**config.mk**
```make
export PLATFORM = sky130hd
export DESIGN_NAME = scroll_load_sequencer
export DESIGN_NICKNAME = d
export VERILOG_FILES = /design/src/rtl/scroll_load_sequencer.sv
export SDC_FILE = /design/constraint.sdc
export NUM_CORES = 1
export LEC_CHECK = 0
export BUFFER_PORTS_ARGS = -buffer_cell sky130_fd_sc_hd__buf_2
export CAP_MARGIN = 0
export CORE_AREA = 5 5 90 113
export DETAILED_ROUTE_END_ITERATION = 8
export DIE_AREA = 0 0 95 118
export GPL_ROUTABILITY_DRIVEN = 1
export PLACE_DENSITY_LB_ADDON = 0.08
export SETUP_SLACK_MARGIN = 0.5
export SLEW_MARGIN = 20
export SYNTH_ARGS = -nofsm -noshare
export SYNTH_HDL_FRONTEND = slang
export SYNTH_SLANG_ARGS = --single-unit
```
**constraint.sdc**
```tcl
create_clock -name clk -period 4.4 [get_ports clk]
set_input_delay 0.22 -clock clk [delete_from_list [all_inputs] [get_ports clk]]
set_output_delay 0.22 -clock clk [all_outputs]
set_load 0.01 [all_outputs]
```
**src/rtl/scroll_load_sequencer.sv**
```systemverilog
// scroll_load_sequencer
//   Sequences loads and count pulses for an external 9-bit up/down loadable
//   scroll counter. That counter acts only on a 0->1 edge of cnt_cen sampled
//   on clk. The CPU stages a 9-bit value with its direction and enable. The
//   committed value is loaded at the next line boundary. After the load,
//   pixel-rate enables outside hblank become single count pulses. shadow_q
//   tracks the value the external counter should hold.
//
// Ports
//   clk         in   system clock, sole clock domain
//   Reset_n     in   asynchronous active-low reset
//   cpu_wr      in   one-clk CPU write strobe
//   cpu_addr    in   0 = staged low byte, 1 = control byte + commit
//   cpu_din     in   [7:0] write data; control: bit0 = P[8], bit1 = dir (1 up),
//                    bit2 = count enable
//   pix_cen     in   pixel-rate enable, one clk wide
//   hblank      in   high = no counting
//   line_start  in   one-clk pulse at line boundary
//   cnt_cen     out  counter clock-enable pulse (one clk high per action)
//   cnt_load_n  out  counter parallel-load, active low
//   cnt_dir     out  counter direction, 1 = up
//   cnt_ent_n   out  counter ENT, active low
//   cnt_enp_n   out  counter ENP, active low
//   cnt_p       out  [8:0] counter parallel-load data
//   shadow_q    out  [8:0] predicted counter value
//   pending     out  committed value waiting for a line boundary
//
// state | meaning
// ------+-----------------------------------------------------------------
// IDLE  | out of reset, nothing loaded yet; pixel enables ignored
// LOAD1 | load_n low, cen high: the counter captures cnt_p
// LOAD2 | cen low, load_n still low so the load edge stays clean
// RUN   | counter loaded; pixel enables become count pulses

module scroll_load_sequencer (
    input  logic       clk,
    input  logic       Reset_n,
    input  logic       cpu_wr,
    input  logic       cpu_addr,
    input  logic [7:0] cpu_din,
    input  logic       pix_cen,
    input  logic       hblank,
    input  logic       line_start,
    output logic       cnt_cen,
    output logic       cnt_load_n,
    output logic       cnt_dir,
    output logic       cnt_ent_n,
    output logic       cnt_enp_n,
    output logic [8:0] cnt_p,
    output logic [8:0] shadow_q,
    output logic       pending
);

    typedef enum logic [1:0] {IDLE, LOAD1, LOAD2, RUN} state_t;

    state_t     state, state_d;
    logic [7:0] stg_lo;
    logic [8:0] com_val;
    logic       com_dir;
    logic       com_en;
    logic       load_req;
    logic [8:0] drv_p;
    logic       drv_dir;
    logic       run_en;
    logic       pulse;

    logic       commit;
    logic [8:0] com_val_d;
    logic       com_dir_d;
    logic       com_en_d;
    logic       req_eff;
    logic       load_go;
    logic       count_go;
    logic       load_req_d;
    logic       pending_d;

    always_comb begin
        commit     = cpu_wr & cpu_addr;
        com_val_d  = com_val;
        com_dir_d  = com_dir;
        com_en_d   = com_en;
        if (commit) begin
            com_val_d = {cpu_din[0], stg_lo};
            com_dir_d = cpu_din[1];
            com_en_d  = cpu_din[2];
        end

        // A line_start in the same clk counts at once, so the load starts on
        // the next edge without waiting for load_req to register.
        req_eff  = ((state == IDLE) || (state == RUN)) &&
                   (load_req || (line_start && pending));
        // Wait out an active count pulse so cnt_cen always drops between actions.
        load_go  = req_eff && !pulse;
        count_go = (state == RUN) && pix_cen && run_en && !hblank &&
                   !pulse && !load_go;

        state_d    = state;
        load_req_d = load_req;
        case (state)
            IDLE: begin
                load_req_d = req_eff && !load_go;
                if (load_go) state_d = LOAD1;
            end
            LOAD1: begin
                load_req_d = 1'b0;
                state_d    = LOAD2;
            end
            LOAD2: begin
                state_d = RUN;
            end
            RUN: begin
                load_req_d = req_eff && !load_go;
                if (load_go) state_d = LOAD1;
            end
            default: begin
                load_req_d = 1'b0;
                state_d    = IDLE;
            end
        endcase

        // A commit landing in the LOAD1 clk is newer than the value being
        // loaded, so it must stay pending.
        pending_d = pending;
        if (commit)
            pending_d = 1'b1;
        else if (state == LOAD1)
            pending_d = 1'b0;
    end

    always_ff @(posedge clk or negedge Reset_n) begin
        if (!Reset_n)
            state <= IDLE;
        else
            state <= state_d;
    end

    always_ff @(posedge clk or negedge Reset_n) begin
        if (!Reset_n) begin
            stg_lo   <= '0;
            com_val  <= '0;
            com_dir  <= 1'b0;
            com_en   <= 1'b0;
            pending  <= 1'b0;
            load_req <= 1'b0;
            drv_p    <= '0;
            drv_dir  <= 1'b1;
            run_en   <= 1'b0;
            pulse    <= 1'b0;
            shadow_q <= '0;
        end else begin
            if (cpu_wr && !cpu_addr)
                stg_lo <= cpu_din;
            com_val  <= com_val_d;
            com_dir  <= com_dir_d;
            com_en   <= com_en_d;
            pending  <= pending_d;
            load_req <= load_req_d;
            pulse    <= count_go;
            // Capture the load operands on entry so they hold steady through
            // LOAD1/LOAD2, even if the CPU commits again meanwhile.
            if (load_go) begin
                drv_p   <= com_val_d;
                drv_dir <= com_dir_d;
                run_en  <= com_en_d;
            end
            if (state == LOAD1)
                shadow_q <= drv_p;
            else if (count_go)
                shadow_q <= drv_dir ? shadow_q + 9'd1 : shadow_q - 9'd1;
        end
    end

    assign cnt_cen    = (state == LOAD1) || pulse;
    assign cnt_load_n = !((state == LOAD1) || (state == LOAD2));
    assign cnt_ent_n  = !pulse;
    assign cnt_enp_n  = !pulse;
    assign cnt_dir    = drv_dir;
    assign cnt_p      = drv_p;

endmodule

```
==> reports/metrics.json <==
{
  "synth-main-ff-cell": {"value": "dfrtp_1"},
  "cts_buffers": {"value": 5},
  "share_clk_of_total_power": {"value": 0.190},
  "post-route-period-util": {"value": 0.512},
  "antenna_found_initial": {"value": 0},
  "cts.reportedPaths.clkPinSlew": {"value": 0.06, "unit": "ns"},
  "power_leakage": {"value": 1.20, "unit": "nW"},
  "clock-skew-final": {"value": 0.00658, "unit": "ns"},
  "placeableCoreArea": {"value": 8980, "unit": "sq um"},
  "post_dp_cell_area": {"value": 2490, "unit": "sq um"},
  "hold_violations": {"value": 0},
  "cp_data_arrival_time": {"value": 2.42, "unit": "ns"},
  "cts-htree-levels": {"value": 2},
  "synth_area_per_cell": {"value": 12.1, "unit": "sq um"},
  "criticalPathCategory": {"value": "reg2reg"},
  "rsz0062_at_grt": {"value": "no"},
  "hold_slack": {"value": 0.0199, "unit": "ns"},
  "sequential_cell_area_fraction_in_the_yosys_report": {"value": 0.508},
  "power.share.combinational": {"value": 0.477},
  "tot_pwr": {"value": 2.02, "unit": "mW"},
  "via_total_after_detailed_routing": {"value": 1464},
  "sequential_standard_cell_area": {"value": 1100, "unit": "sq um"},
  "async_reset_ff_frac": {"value": 1.00},
  "layout-drive-gt1-share": {"value": 0.379},
  "internal_power_consumption": {"value": 1.22, "unit": "mW"},
  "critPathRequiredTime": {"value": 4.57, "unit": "ns"},
  "timing.fmax": {"value": 0.444, "unit": "GHz"},
  "num_antenna_cells": {"value": 0},
  "finalNetCount": {"value": 245},
  "floorplan.io_pins": {"value": 39},
  "row_count": {"value": 39},
  "timing.critical_path.from_type": {"value": "register"},
  "nFillCells": {"value": 975},
  "max-slew-margin-rel": {"value": 0.406},
  "clk-insertion-delay-late": {"value": 0.28, "unit": "ns"},
  "cts_max_path_buffers": {"value": 2},
  "power.density_cell_area": {"value": 764, "unit": "nW/um^2"},
  "cts_tree": {"value": "built"},
  "cap_violations": {"value": 0},
  "fp.dieArea": {"value": 11200, "unit": "sq um"},
  "hpwlAfterDp": {"value": 3680, "unit": "um"},
  "final_max_slew_viol_count": {"value": 0},
  "fp.dieH": {"value": 118, "unit": "um"},
  "die_w": {"value": 95, "unit": "um"},
  "start_util": {"value": 0.242},
  "final_cell_area": {"value": 2640, "unit": "sq um"},
  "grt_start_max_net_pins": {"value": 45},
  "synth_seq_cells": {"value": 44},
  "detail_route.first_pass.iterations": {"value": 4},
  "setup_tns": {"value": 0, "unit": "ns"},
  "place_congestion": {"value": 0.712},
  "drc": {"value": 0},
  "wire_per_inst": {"value": 14.9, "unit": "um"},
  "power.net_switching": {"value": 0.795, "unit": "mW"},
  "crit_path_max_fanout": {"value": 10},
  "drt-total-wl": {"value": 5080, "unit": "um"},
  "synth_nets": {"value": 206},
  "route.detailed.vias_per_inst": {"value": 4.28},
  "groute.usage.overall": {"value": 0.0966},
  "post_synth_edffs": {"value": 0},
  "wire_length_of_the_first_global_routing_pass": {"value": 8360, "unit": "um"},
  "switching_part_of_the_total_power": {"value": 0.394},
  "grt_pass1_vias": {"value": 1574},
  "detailedPlace.worstSlack": {"value": 2.13, "unit": "ns"},
  "result_of_the_run": {"value": "complete, no violations"},
  "hold_buffers": {"value": 0},
  "flow.area_growth_from_synthesis": {"value": 21.6, "unit": "%"},
  "period_minus_slack": {"value": 2.25, "unit": "ns"},
  "worst_slack": {"value": 2.15, "unit": "ns"},
  "worst_slew_pin_slew": {"value": 0.891, "unit": "ns"},
  "grt_overflow_total": {"value": 0},
  "post_cts.resized_instances": {"value": 0},
  "worst_ir_drop_vdd": {"value": 0.226, "unit": "mV"},
  "netlist-cell-type-count": {"value": 36},
  "post-cts-setup-buffer-count": {"value": 0},
  "detail-route-antenna-nets": {"value": 0},
  "cts.sinks": {"value": 44},
  "cts_root_buffer": {"value": "clkbuf_16"},
  "multiInputGateArea": {"value": 1000, "unit": "sq um"},
  "power.share.sequential": {"value": 0.333},
  "syn_inst": {"value": 179},
  "end_kind": {"value": "register"},
  "setup_viol": {"value": 0},
  "syn-cell-area": {"value": 2170, "unit": "sq um"},
  "port_buffers": {"value": 38},
  "synth.yosys.warnings": {"value": 0},
  "hold_path_class": {"value": "in2async"},
  "dr.first_iter.drc_count": {"value": 33}
}
[cells in the final DEF (no fill, tap or decap), drive strengths merged]
master	count
nand2	12
inv	8
nand3	2
or2	1
dfstp	1
xor2	2
a21o	5
a221oi	1
and4b	1
nor3b	5
a31oi	3
a21oi	11
xnor2	4
clkinvlp	1
o31ai	1
fa	1
a22o	1
and3	1
nor2b	2
clkbuf	7
nand4	3
nor3	3
mux2	29
a211o	1
nor2	5
mux2i	5
o21ai	8
buf	39
o2111ai	1
o211ai	1
dfrtp	43
ha	11
[power by group through the flow]
stage	Combinational, mW	Clock [mW]	Sequential (mW)
after detailed placement	0.981	0	0.686
after global placement	0.996	0	0.686
final	0.962	0.383	0.672
after floorplan	0.680	0	0.689
after CTS	0.984	0.398	0.678
after global routing	1.09	0.412	0.697
[logic make-up after synthesis]
group | share of synthesized area
AND/OR/NAND/NOR | 0.0882
buffers and inverters | 0.0300
AO/OA/AOI/OAI | 0.104
multiplexers | 0.173
flip-flops | 0.508
adder cells (fa/ha/maj) | 0.0726
XOR/XNOR | 0.0242
[final timing paths]
| check | to | from | slack (ns) | cells after the start |
|---|---|---|---|---|
| min in group clk | stg_lo[4] | cpu_din[4] | 0.17 | 2 |
| worst max register to register | shadow_q[8] | cnt_dir | 2.15 | 7 |
| max in group asynchronous | shadow_q[6] | Reset_n | 3.98 | 2 |
| worst min-delay path | com_val[5] | Reset_n | 0.02 | 2 |
| worst min register to register | com_val[8] | com_val[8] | 0.50 | 1 |
| worst max-delay path | shadow_q[8] | cnt_dir | 2.15 | 7 |
[critical path, stage by stage (launching register included)]
cell and delay (ns):
dfstp_2 0.56, inv_1 0.18, ha_1 0.42, a21o_1 0.19
a31oi_1 0.28, a22o_1 0.19, nand3_1 0.06, a211o_1 0.26
[synth_stat cells, types with 2 or more instances]
library cell | instances | share of area
mux2_2 | 29 | 0.15
buf_2 | 2 | 0.0046
xnor2_1 | 4 | 0.016
nor2_1 | 5 | 0.0086
nor2b_1 | 2 | 0.0058
nor3_1 | 2 | 0.0046
a21oi_1 | 10 | 0.023
clkbuf_1 | 4 | 0.0069
nand4_1 | 3 | 0.0086
dfrtp_1 | 43 | 0.50
xor2_1 | 2 | 0.0081
ha_1 | 11 | 0.063
a31oi_1 | 3 | 0.0086
inv_1 | 6 | 0.010
mux2i_1 | 5 | 0.023
nand2_1 | 12 | 0.021
nor3b_1 | 5 | 0.017
nand3_1 | 2 | 0.0046
o21ai_0 | 8 | 0.018
a21o_1 | 5 | 0.017
[through the flow]
stage,instances,util
6_report,342,0.294
5_1_grt,342,0.294
4_1_cts,342,0.294
3_5_place_dp,334,0.277
3_3_place_gp,334,0.277
2_1_floorplan,179,-
[state kept, by name, indices dropped and copies added (netlist names)]
register / count
pending: 1
load_req: 1
com_dir: 1
pulse: 1
com_val: 9
stg_lo: 8
com_en: 1
cnt_dir: 1
cnt_p: 9
state: 2
shadow_q: 9
run_en: 1
[area by class of cell]
type                    instances  area share
inverters                       8      0.0123
clock buffers                   7      0.0540
clock inverters                 1     0.00284
multi-input cells             120       0.380
flip-flops and latches         44       0.418
well taps                     123      0.0583
repair buffers                 39      0.0749
[layer usage]
layer / global-route usage / up-vias / share of wire
li1: - / 718 / -
met1: 0.130 / 712 / 0.46
met2: 0.153 / 29 / 0.49
met3: 0.0230 / 5 / 0.034
met4: 0.0271 / 0 / 0.012
met5: 0 / - / 0
Note: power is estimated with default switching activity, not from simulation.
